--- config.mk ---
export PLATFORM = sky130hd
export DESIGN_NAME = data_mem_access_unit
export DESIGN_NICKNAME = d
export VERILOG_FILES = /design/src/rtl/data_mem_access_unit_pkg.sv /design/src/rtl/data_mem_access_unit_lane_align.sv /design/src/rtl/data_mem_access_unit.sv
export SDC_FILE = /design/constraint.sdc
export NUM_CORES = 1
export LEC_CHECK = 0
export ABC_CLOCK_PERIOD_IN_PS = 6600
export BUFFER_PORTS_ARGS = -buffer_cell sky130_fd_sc_hd__buf_2
export CAP_MARGIN = 20
export CORE_UTILIZATION = 56
export DETAILED_ROUTE_END_ITERATION = 10
export PLACE_DENSITY = 0.79
export SETUP_SLACK_MARGIN = 0.2
export SLEW_MARGIN = 25
export SYNTH_ARGS = -nofsm -noshare
export SYNTH_HDL_FRONTEND = slang
export SYNTH_SLANG_ARGS = --single-unit
--- constraint.sdc ---
create_clock -name clk -period 6.6 [get_ports clk]
set_input_delay 1.32 -clock clk [delete_from_list [all_inputs] [get_ports clk]]
set_output_delay 1.32 -clock clk [all_outputs]
set_load 0.02 [all_outputs]
--- src/rtl/data_mem_access_unit_pkg.sv ---
// Shared load/store encodings: access widths, sequencer states and funct3 decode.
package data_mem_access_unit_pkg;

  localparam logic [3:0] MEM_W_BYTE = 4'd1;
  localparam logic [3:0] MEM_W_HALF = 4'd2;
  localparam logic [3:0] MEM_W_WORD = 4'd4;

  localparam logic [1:0] ST_IDLE  = 2'd0;
  localparam logic [1:0] ST_BEAT0 = 2'd1;
  localparam logic [1:0] ST_BEAT1 = 2'd2;
  localparam logic [1:0] ST_RESP  = 2'd3;

  typedef struct packed {
    logic [3:0] width;
    logic       load_unsigned;
    logic       legal;
  } mem_size_t;

  // Same mapping the control generator uses to derive width/extension from funct3.
  function automatic mem_size_t funct3_to_size(input logic [2:0] funct3);
    mem_size_t s;
    s.load_unsigned = funct3[2];
    s.legal         = 1'b1;
    case (funct3[1:0])
      2'b00:   s.width = MEM_W_BYTE;
      2'b01:   s.width = MEM_W_HALF;
      2'b10:   s.width = MEM_W_WORD;
      default: begin
        s.width = 4'd0;
        s.legal = 1'b0;
      end
    endcase
    if (funct3 == 3'b110) s.legal = 1'b0;
    return s;
  endfunction

  function automatic logic width_legal(input logic [3:0] w);
    return (w == MEM_W_BYTE) || (w == MEM_W_HALF) || (w == MEM_W_WORD);
  endfunction

endpackage

--- src/rtl/data_mem_access_unit_lane_align.sv ---
// Byte-lane steering for both bus beats and load merge/extension.
module mem_lane_align
  import data_mem_access_unit_pkg::*;
(
  input  logic [3:0]  width_i,
  input  logic [1:0]  off_i,
  input  logic        load_unsigned_i,
  input  logic [31:0] wdata_i,
  input  logic [31:0] beat0_i,
  input  logic [31:0] beat1_i,
  output logic [3:0]  be0_o,
  output logic [3:0]  be1_o,
  output logic [31:0] wdata0_o,
  output logic [31:0] wdata1_o,
  output logic [31:0] load_data_o
);

  logic [3:0]  mask;
  logic [7:0]  be_sh;
  logic [63:0] wd_sh;
  logic [63:0] rd_sh;
  logic [31:0] raw;

  // A 64-bit view of two consecutive words makes the split beat the upper half.
  always_comb begin
    case (width_i)
      MEM_W_BYTE: mask = 4'b0001;
      MEM_W_HALF: mask = 4'b0011;
      default:    mask = 4'b1111;
    endcase
    be_sh = {4'b0000, mask} << off_i;
    wd_sh = {32'h0, wdata_i} << {off_i, 3'b000};
    rd_sh = {beat1_i, beat0_i} >> {off_i, 3'b000};
    raw   = rd_sh[31:0];
    case (width_i)
      MEM_W_BYTE: load_data_o = {{24{~load_unsigned_i & raw[7]}}, raw[7:0]};
      MEM_W_HALF: load_data_o = {{16{~load_unsigned_i & raw[15]}}, raw[15:0]};
      default:    load_data_o = raw;
    endcase
  end

  assign be0_o    = be_sh[3:0];
  assign be1_o    = be_sh[7:4];
  assign wdata0_o = wd_sh[31:0];
  assign wdata1_o = wd_sh[63:32];

endmodule

--- src/rtl/data_mem_access_unit.sv ---
// Load/store sequencer: splits unaligned accesses into word beats on a req/ack bus.
module data_mem_access_unit
  import data_mem_access_unit_pkg::*;
#(
  parameter int unsigned ADDR_WIDTH     = 32,
  parameter int unsigned TIMEOUT_CYCLES = 255
) (
  input  logic                  clk,
  input  logic                  rst,
  input  logic                  req_valid,
  output logic                  req_ready,
  input  logic                  write_en,
  input  logic [3:0]            width,
  input  logic                  load_unsigned,
  input  logic [ADDR_WIDTH-1:0] addr,
  input  logic [31:0]           wdata,
  output logic                  resp_valid,
  output logic                  resp_err,
  output logic [31:0]           rdata,
  output logic                  bus_req,
  input  logic                  bus_ack,
  output logic                  bus_we,
  output logic [ADDR_WIDTH-1:0] bus_addr,
  output logic [3:0]            bus_byte_en,
  output logic [31:0]           bus_wdata,
  input  logic [31:0]           bus_rdata
);

  localparam int unsigned CNT_W = 32;

  logic [1:0]            state_q, state_d;
  logic                  we_q, we_d;
  logic [3:0]            width_q, width_d;
  logic                  uns_q, uns_d;
  logic [ADDR_WIDTH-1:0] addr_q, addr_d;
  logic [31:0]           wdata_q, wdata_d;
  logic [31:0]           beat0_q, beat0_d;
  logic [31:0]           beat1_q, beat1_d;
  logic [CNT_W-1:0]      cnt_q, cnt_d;
  logic                  err_q, err_d;

  logic                  split;
  logic                  timeout_hit;
  logic                  in_beat;
  logic [ADDR_WIDTH-1:0] base_addr;
  logic [3:0]            be0, be1;
  logic [31:0]           wd0, wd1, load_data;

  assign split       = (5'(addr_q[1:0]) + 5'(width_q)) > 5'd4;
  assign timeout_hit = (TIMEOUT_CYCLES != 0) && (cnt_q == CNT_W'(TIMEOUT_CYCLES - 1));
  assign base_addr   = {addr_q[ADDR_WIDTH-1:2], 2'b00};

  mem_lane_align u_align (
    .width_i         (width_q),
    .off_i           (addr_q[1:0]),
    .load_unsigned_i (uns_q),
    .wdata_i         (wdata_q),
    .beat0_i         (beat0_q),
    .beat1_i         (beat1_q),
    .be0_o           (be0),
    .be1_o           (be1),
    .wdata0_o        (wd0),
    .wdata1_o        (wd1),
    .load_data_o     (load_data)
  );

  always_ff @(posedge clk or posedge rst) begin
    if (rst) begin
      state_q <= ST_IDLE;
      we_q    <= 1'b0;
      width_q <= 4'd0;
      uns_q   <= 1'b0;
      addr_q  <= '0;
      wdata_q <= 32'h0;
      beat0_q <= 32'h0;
      beat1_q <= 32'h0;
      cnt_q   <= '0;
      err_q   <= 1'b0;
    end else begin
      state_q <= state_d;
      we_q    <= we_d;
      width_q <= width_d;
      uns_q   <= uns_d;
      addr_q  <= addr_d;
      wdata_q <= wdata_d;
      beat0_q <= beat0_d;
      beat1_q <= beat1_d;
      cnt_q   <= cnt_d;
      err_q   <= err_d;
    end
  end

  // Per-beat wait counter restarts on every beat entry; an ack wins over a timeout.
  always_comb begin
    state_d = state_q;
    we_d    = we_q;
    width_d = width_q;
    uns_d   = uns_q;
    addr_d  = addr_q;
    wdata_d = wdata_q;
    beat0_d = beat0_q;
    beat1_d = beat1_q;
    cnt_d   = cnt_q;
    err_d   = err_q;
    case (state_q)
      ST_IDLE: begin
        if (req_valid) begin
          we_d    = write_en;
          width_d = width;
          uns_d   = load_unsigned;
          addr_d  = addr;
          wdata_d = wdata;
          beat0_d = 32'h0;
          beat1_d = 32'h0;
          cnt_d   = '0;
          err_d   = !width_legal(width);
          state_d = width_legal(width) ? ST_BEAT0 : ST_RESP;
        end
      end
      ST_BEAT0, ST_BEAT1: begin
        if (bus_ack) begin
          if (state_q == ST_BEAT0) beat0_d = bus_rdata;
          else                     beat1_d = bus_rdata;
          cnt_d   = '0;
          state_d = (state_q == ST_BEAT0 && split) ? ST_BEAT1 : ST_RESP;
        end else if (timeout_hit) begin
          err_d   = 1'b1;
          state_d = ST_RESP;
        end else begin
          cnt_d = cnt_q + CNT_W'(1);
        end
      end
      default: state_d = ST_IDLE;
    endcase
  end

  assign in_beat     = (state_q == ST_BEAT0) || (state_q == ST_BEAT1);
  assign req_ready   = (state_q == ST_IDLE);
  assign bus_req     = in_beat;
  assign bus_we      = in_beat & we_q;
  assign bus_addr    = (state_q == ST_BEAT0) ? base_addr :
                       (state_q == ST_BEAT1) ? base_addr + ADDR_WIDTH'(4) : '0;
  assign bus_byte_en = (state_q == ST_BEAT0) ? be0 : (state_q == ST_BEAT1) ? be1 : 4'b0000;
  assign bus_wdata   = (state_q == ST_BEAT0) ? wd0 : (state_q == ST_BEAT1) ? wd1 : 32'h0;
  assign resp_valid  = (state_q == ST_RESP);
  assign resp_err    = (state_q == ST_RESP) & err_q;
  assign rdata       = (state_q == ST_RESP && !we_q && !err_q) ? load_data : 32'h0;

endmodule

==> results of run 1 <==
-- cells in the mapped netlist (15+ instances only) --
library cell  instances
o211ai_1             15
nor2_1               72
clkbuf_1             51
nand2_1             190
nand3_1              32
mux2_2               80
o21ai_0              99
a21oi_1              22
dfrtp_1             161
nor4_1               15
mux4_2               32
and3_1               26
mux2i_1              26
-- power by group --
| part | internal, mW | switching, mW | total, mW |
|---|---|---|---|
| clock network | 0.667 | 0.418 | 1.09 |
| registers | 1.36 | 0.472 | 1.83 |
| logic | 1.26 | 1.81 | 3.07 |
| total | 3.29 | 2.70 | 5.99 |
-- area by class of cell --
| class | count | area (µm²) | area share |
|---|---|---|---|
| multi-input cells | 787 | 5406 | 0.4676 |
| flip-flops and latches | 161 | 4034 | 0.3489 |
| repair buffers | 219 | 1136 | 0.09826 |
| clock buffers | 21 | 470.5 | 0.04069 |
| well taps | 220 | 275.3 | 0.02381 |
| clock inverters | 11 | 175.2 | 0.01515 |
| inverters | 14 | 57.56 | 0.004978 |
| diodes | 3 | 7.507 | 0.0006493 |
-- final timing paths --
check / slack [ns] / to / cells past startpoint / startpoint
worst min register to register: 0.48 / beat1_q[20]$_DFFE_PP0P_ / 2 / beat1_q[20]$_DFFE_PP0P_
min in group asynchronous: 1.05 / addr_q[31]$_DFFE_PP0P_ / 2 / rst
worst min-delay path: 0.48 / beat1_q[20]$_DFFE_PP0P_ / 2 / beat1_q[20]$_DFFE_PP0P_
max in group asynchronous: 4.44 / addr_q[1]$_DFFE_PP0P_ / 3 / rst
worst max-delay path: 1.87 / rdata[20] / 7 / addr_q[1]$_DFFE_PP0P_
worst max register to register: 3.42 / beat0_q[21]$_DFFE_PP0P_ / 7 / state_q[1]$_DFFE_PP0P_
-- kinds of logic (layout without fill, tap and decap cells) --
group	after synthesis	count (layout)	synth area share
other cells	1	5	0.0003849
mux	138	138	0.1932
compound gates	206	206	0.1295
flops	161	161	0.4136
fa+ha+maj	10	10	0.01361
simple gates	410	410	0.1969
buf+inv	85	265	0.03403
xor+xnor	21	21	0.01888
-- through the flow --
step / hold slack, ns / std cells / utilization / setup WS, ns / power, mW
2_1_floorplan: 0.4448 / 1033 / - / 0.9317 / 4.028
3_3_place_gp: 0.4637 / 1400 / 0.6497 / 2.406 / 4.776
3_5_place_dp: 0.4688 / 1400 / 0.6497 / 2.253 / 4.861
4_1_cts: 0.4823 / 1432 / 0.6882 / 1.775 / 5.967
5_1_grt: 0.5052 / 1435 / 0.6897 / 1.661 / 6.391
6_report: 0.4820 / 1436 / 0.6899 / 1.872 / 5.989
-- sequential cells by signal (all words and copies together) (netlist names) --
signal / flops
addr_q: 32
beat0_q: 32
cnt_q: 32
wdata_q: 32
beat1_q: 24
width_q: 4
state_q: 2
err_q: 1
uns_q: 1
we_q: 1
-- worst register-to-register path, stage by stage (launching register included) --
cell     delay [ns]
dfrtp_1        0.40
inv_1          0.08
ha_2           0.45
nor2_1         0.77
a21oi_1        0.09
or3_2          0.88
nand2_1        0.25
o21ai_0        0.11
-- layer usage --
metal | global-route usage | vias up | share of wire
met1 | 0.4045 | 4262 | 0.43
met5 | 0 | - | 0
li1 | - | 4070 | -
met3 | 0.05140 | 57 | 0.071
met4 | 0.1035 | 0 | 0.023
met2 | 0.4764 | 390 | 0.48
==> results.tsv, run 1 <==
stage	metric	value	unit
floorplanning	start_util	0.5813	
global_routing	grt_pass1_wl	41980	µm
global_routing	grt_overflow	0	
finish	final_cell_area	11560	µm²
yosys	synth_edf_count	0	
yosys	synth-async-reset-ratio	1.000	
floorplanning	coreArea	16760	µm²
status	status	completed	
finish	nFillCells	1321	
drt	first_iter_violations	692	
global_routing	grt_max_degree	86	
critical_path	crit_arrival	3.41	ns
pwr	p_leak	5.377	nW
pwr	power_density	518.0	nW/µm²
critical_path	path_max_fanout	32	
yosys	synth_largest_area_cell	dfrtp_1	
drt	vias	8779	
critical_path	worstPathRequired	5.28	ns
critical_path	cp_top_family	flip-flops	
floorplanning	ios	211	
timing	setup_viol	0	
timing	max-slew-margin-rel	0.3168	
yosys	ys_warn_count	0	
cts	root_buffer	clkbuf_16	
yosys	syn-cell-area	9742	µm²
drt	first_pass_iters	5	
timing	hold_viol	0	
global_routing	grt_util_all_layers	0.2957	
timing	max_freq	0.2115	GHz
finish	drive_gt1_frac	0.3116	
drt	drt-wirelength-per-cell	17.79	µm
cts	clk_latency	0.43	ns
worst_hold_path	hold_class	reg2reg	
flow_run	max_cap_violations	0	
place	port_buffers	208	
critical_path	end_kind	output pin	
floorplanning	die_height	133.9	µm
timing	post-route-min-period	4.728	ns
yosys	ys_seq_elements	161	
yosys	synth_area_leaders	dfrtp_1, mux2_2, mux4_2	
cts	path_clk_slew	0.06	ns
drt	drc	0	
floorplanning	die_area	17930	µm²
critical_path	crit_slowest_cell	dfrtp_2	
place	post_dp_cell_area	10890	µm²
finish	area_delta_synth_final	18.69	%
critical_path	crit_buf_inv	2	
finish	fin_nets	1316	
yosys	synth_top_cell_area_share	0.4136	
place	place_congestion	0.8302	
drt	wirelength	25540	µm
cts	post_cts_resized	0	
cts	postCtsHoldBufs	0	
floorplanning	chipWidth	133.9	µm
critical_path	critPathKind	reg2out	
yosys	avgSynthCellArea	9.440	µm²
global_routing	antenna_found_initial	3	
timing	max_slew.worst_pin.slew	1.025	ns
pwr	peakVddDrop	0.3253	mV
critical_path	cp-start-kind	register	
global_routing	grt_pass1_vias	8405	
cts	htreeDepth	4	
critical_path	crit_chain	buf_4, mux4_2, a211oi_1, o211ai_1, nand3_1, nor2_1, buf_2	
drt	via_per_inst	6.114	
timing	skew	0.008216	ns
place	hpwl	17270	µm
yosys	synthCells	1032	
finish	final_common_cell	buf_2	
yosys	ys_types	60	
timing	maxSlewViolCount	0	
timing	rsz0062_at_grt	no	
cts	cts.path.max_buffers	2	
cts	clkSinkCount	161	
yosys	ys_seq_area_frac	0.4136	
yosys	ys.flop_type	dfrtp_1	
floorplanning	row_count	47	
finish	final_cell_mix	buf_2, nand2_1, dfrtp_1	
critical_path	max_stage_delay	0.81	ns
drt	antenna_left	0	
timing	tns	0	ns
timing	min_period_over_period	0.7164	
cts	numCtsBuffers	17	
cts	cts_setup_buffers	0	
cts	cts_tree	built	
(Power assumes the default switching activity.)
==> run 2: changes to the inputs <==
--- a/config.mk
+++ b/config.mk
@@ -5,12 +5,12 @@
 export SDC_FILE = /design/constraint.sdc
 export NUM_CORES = 1
 export LEC_CHECK = 0
-export ABC_CLOCK_PERIOD_IN_PS = 6600
+export ABC_CLOCK_PERIOD_IN_PS = 3980
 export BUFFER_PORTS_ARGS = -buffer_cell sky130_fd_sc_hd__buf_2
 export CAP_MARGIN = 20
-export CORE_UTILIZATION = 56
+export CORE_UTILIZATION = 50
 export DETAILED_ROUTE_END_ITERATION = 10
-export PLACE_DENSITY = 0.79
+export PLACE_DENSITY = 0.74
 export SETUP_SLACK_MARGIN = 0.2
 export SLEW_MARGIN = 25
 export SYNTH_ARGS = -nofsm -noshare
==> constraint.sdc (replaced) <==
create_clock -name clk -period 3.98 [get_ports clk]
set_input_delay 0.796 -clock clk [delete_from_list [all_inputs] [get_ports clk]]
set_output_delay 0.796 -clock clk [all_outputs]
set_load 0.02 [all_outputs]
==> run 2 against run 1 <==
  * Non-clock buffer count increased by 12
  * Clock power is 59% higher
  * Final cell count is 3.6% higher
  * Sequential share of layout area down 0.43 points
  * Clock skew rose by 0.00086 ns
  * Largest power group unchanged
  * First-iteration DRC count fell by 13%
  * Core utilization fell by 7.0 points
  * Sequential cell count is the same
  * Via count decreased by 1.6%
  * Routed wire length increased by 1.7%
  * Register-to-register slack worse by 2.4 ns
  * Critical path depth down 1
==> results.tsv, run 2 (synthesized netlist as in run 1, its figures left out) <==
stage	metric	value	unit
critical_path	crit_arrival	2.85	ns
cts	path_clk_slew	0.07	ns
critical_path	crit_slowest_cell	or4_4	
finish	post-route-util	0.6198	
floorplanning	chipWidth	141.6	µm
worst_hold_path	hold_class	in2async	
cts	clk_latency	0.43	ns
critical_path	worstPathRequired	3.18	ns
timing	max_slew.worst_pin.slew	0.9475	ns
cts	root_buffer	clkbuf_16	
critical_path	cp_top_family	simple AND/OR/NAND/NOR gates	
critical_path	path_max_fanout	8	
critical_path	crit_chain	nand3_1, or3_4, or4_4, or4_1, a21oi_1, buf_2	
place	port_buffers	208	
critical_path	end_kind	output pin	
critical_path	r2r_slack	1.03	ns
timing	skew	0.009079	ns
timing	max-slew-margin-rel	0.3683	
place	place_congestion	0.8173	
drt	via_per_inst	5.806	
critical_path	crit_start	addr_q[13]$_DFFE_PP0P_	
drt	drt-wirelength-per-cell	17.46	µm
drt	wirelength	25970	µm
finish	final_cell_area	11710	µm²
pwr	power_frac_comb	0.528	
pwr	peakVddDrop	0.5109	mV
pwr	clkPwrFrac	0.175	
place	post_dp_cell_area	11050	µm²
critical_path	crit_buf_inv	1	
critical_path	rr_startpoint	addr_q[0]$_DFFE_PP0P_	
global_routing	grt_pass1_wl	41660	µm
finish	final_common_cell	buf_2	
finish	stdcell_count	1488	
place	hpwl	17930	µm
pwr	power_density	845.5	nW/µm²
status	status	completed	
pwr	pwr-share-seq	0.297	
timing	tns	0	ns
timing	hold_viol	0	
critical_path	critPathKind	reg2out	
pwr	p_total	9.901	mW
pwr	p_switching	4.549	mW
drt	vias	8640	
cts	clkSinkCount	161	
cts	htreeDepth	4	
flow_run	max_cap_violations	0	
pwr	swShare	0.4594	
critical_path	cp_num_cells	6	
cts	cts_tree	built	
drt	antenna_left	0	
cts	cts.path.max_buffers	2	
cts	numCtsBuffers	17	
timing	max_freq	0.2746	GHz
global_routing	antenna_found_initial	3	
global_routing	grt_overflow	0	
timing	maxSlewViolCount	0	
finish	drive_gt1_frac	0.3233	
finish	final_cell_mix	buf_2, nand2_1, dfrtp_1	
drt	drc	0	
floorplanning	coreArea	18890	µm²
timing	min_period_over_period	0.9150	
global_routing	grt_max_degree	71	
critical_path	cp-start-kind	register	
floorplanning	ios	211	
pwr	p_leak	5.428	nW
floorplanning	die_height	141.6	µm
global_routing	grt_util_all_layers	0.2645	
timing	post-route-min-period	3.642	ns
floorplanning	row_count	50	
pwr	p_int	5.353	mW
critical_path	reg2reg_depth	8	
finish	area_delta_synth_final	20.20	%
critical_path	endpoint	bus_addr[31]	
floorplanning	start_util	0.5156	
timing	setup_viol	0	
floorplanning	die_area	20050	µm²
global_routing	grt_pass1_vias	8210	
timing	rsz0062_at_grt	no	
finish	fin_nets	1328	
critical_path	max_stage_delay	0.58	ns
drt	first_pass_iters	5	
place	dp_cells	1452	
critical_path	r2r-end	state_q[0]$_DFFE_PP0P_	
drt	first_iter_violations	603	
## run 2: cell count changes in the layout (fill, tap and decap cells not counted), sizes merged
| cell | previous run | this run |
|---|---|---|
| clkinv | 2 | 4 |
| buf | 219 | 231 |
| clkbuf | 21 | 18 |
| bufinv | 4 | 2 |
| inv | 17 | 20 |
## run 2: worst reg2reg max path, cell delays in order, from the launching register on
cell and delay (ns):
dfrtp_4 0.66, buf_4 0.40, ha_1 0.25, inv_1 0.07, fa_1 0.43, nor2b_1 0.16, a31o_2 0.23, a2111oi_0 0.52
o2bb2ai_1 0.12
## run 2: power by group through the flow
stage	logic (mW)	clock network [mW]	registers [mW]
5_1_grt	5.73	1.81	3.05
3_3_place_gp	5.10	0	2.91
2_1_floorplan	3.99	0	2.69
4_1_cts	5.23	1.75	2.93
6_report	5.23	1.73	2.94
3_5_place_dp	5.20	0	2.95
## run 2: final cells by class
class,count,area [µm²]
Timing Repair Buffer,231,1251
Clock inverter,14,168.9
Tap cell,260,325.3
Sequential cell,161,4035
Antenna cell,3,7.507
Clock buffer,18,439.2
Multi-Input combinational cell,787,5426
Fill cell,1650,7183
Inverter,14,56.30
## run 2: stage by stage
| stage | hold slack [ns] | setup slack [ns] |
|---|---|---|
| final | 0.3715 | 0.3384 |
| after global routing | 0.3766 | 0.2142 |
| after CTS | 0.4836 | 0.2503 |
| after detailed placement | 0.4687 | 0.6253 |
| after global placement | 0.4567 | 0.6875 |
| after floorplan | 0.4448 | 0.7260 |
## run 2: worst min-delay path by stage
| stage | startpoint | end | cells past startpoint |
|---|---|---|---|
| after floorplan | beat1_q[16]$_DFFE_PP0P_ | beat1_q[16]$_DFFE_PP0P_ | 2 |
| final | rst | state_q[0]$_DFFE_PP0P_ | 2 |
| after CTS | beat1_q[16]$_DFFE_PP0P_ | beat1_q[16]$_DFFE_PP0P_ | 2 |
| after global routing | rst | cnt_q[13]$_DFFE_PP0P_ | 2 |
| after global placement | beat0_q[5]$_DFFE_PP0P_ | beat0_q[5]$_DFFE_PP0P_ | 2 |
| after detailed placement | beat1_q[16]$_DFFE_PP0P_ | beat1_q[16]$_DFFE_PP0P_ | 2 |
## run 2: routing by layer
metal | global-route usage | routed length (µm) | vias to the layer above
met5 | 0 | 0 | -
met4 | 0.09904 | 476 | 0
met3 | 0.05164 | 1613 | 38
met2 | 0.4138 | 12130 | 302
met1 | 0.3654 | 11760 | 4203
li1 | - | - | 4097
## run 2: repair_timing
action | 4_1_cts | 5_1_grt
setup endpoints to repair | 1 | 25
resized for setup | 1 | 4
hold buffers | 0 | 0
buffers inserted | 0 | 0
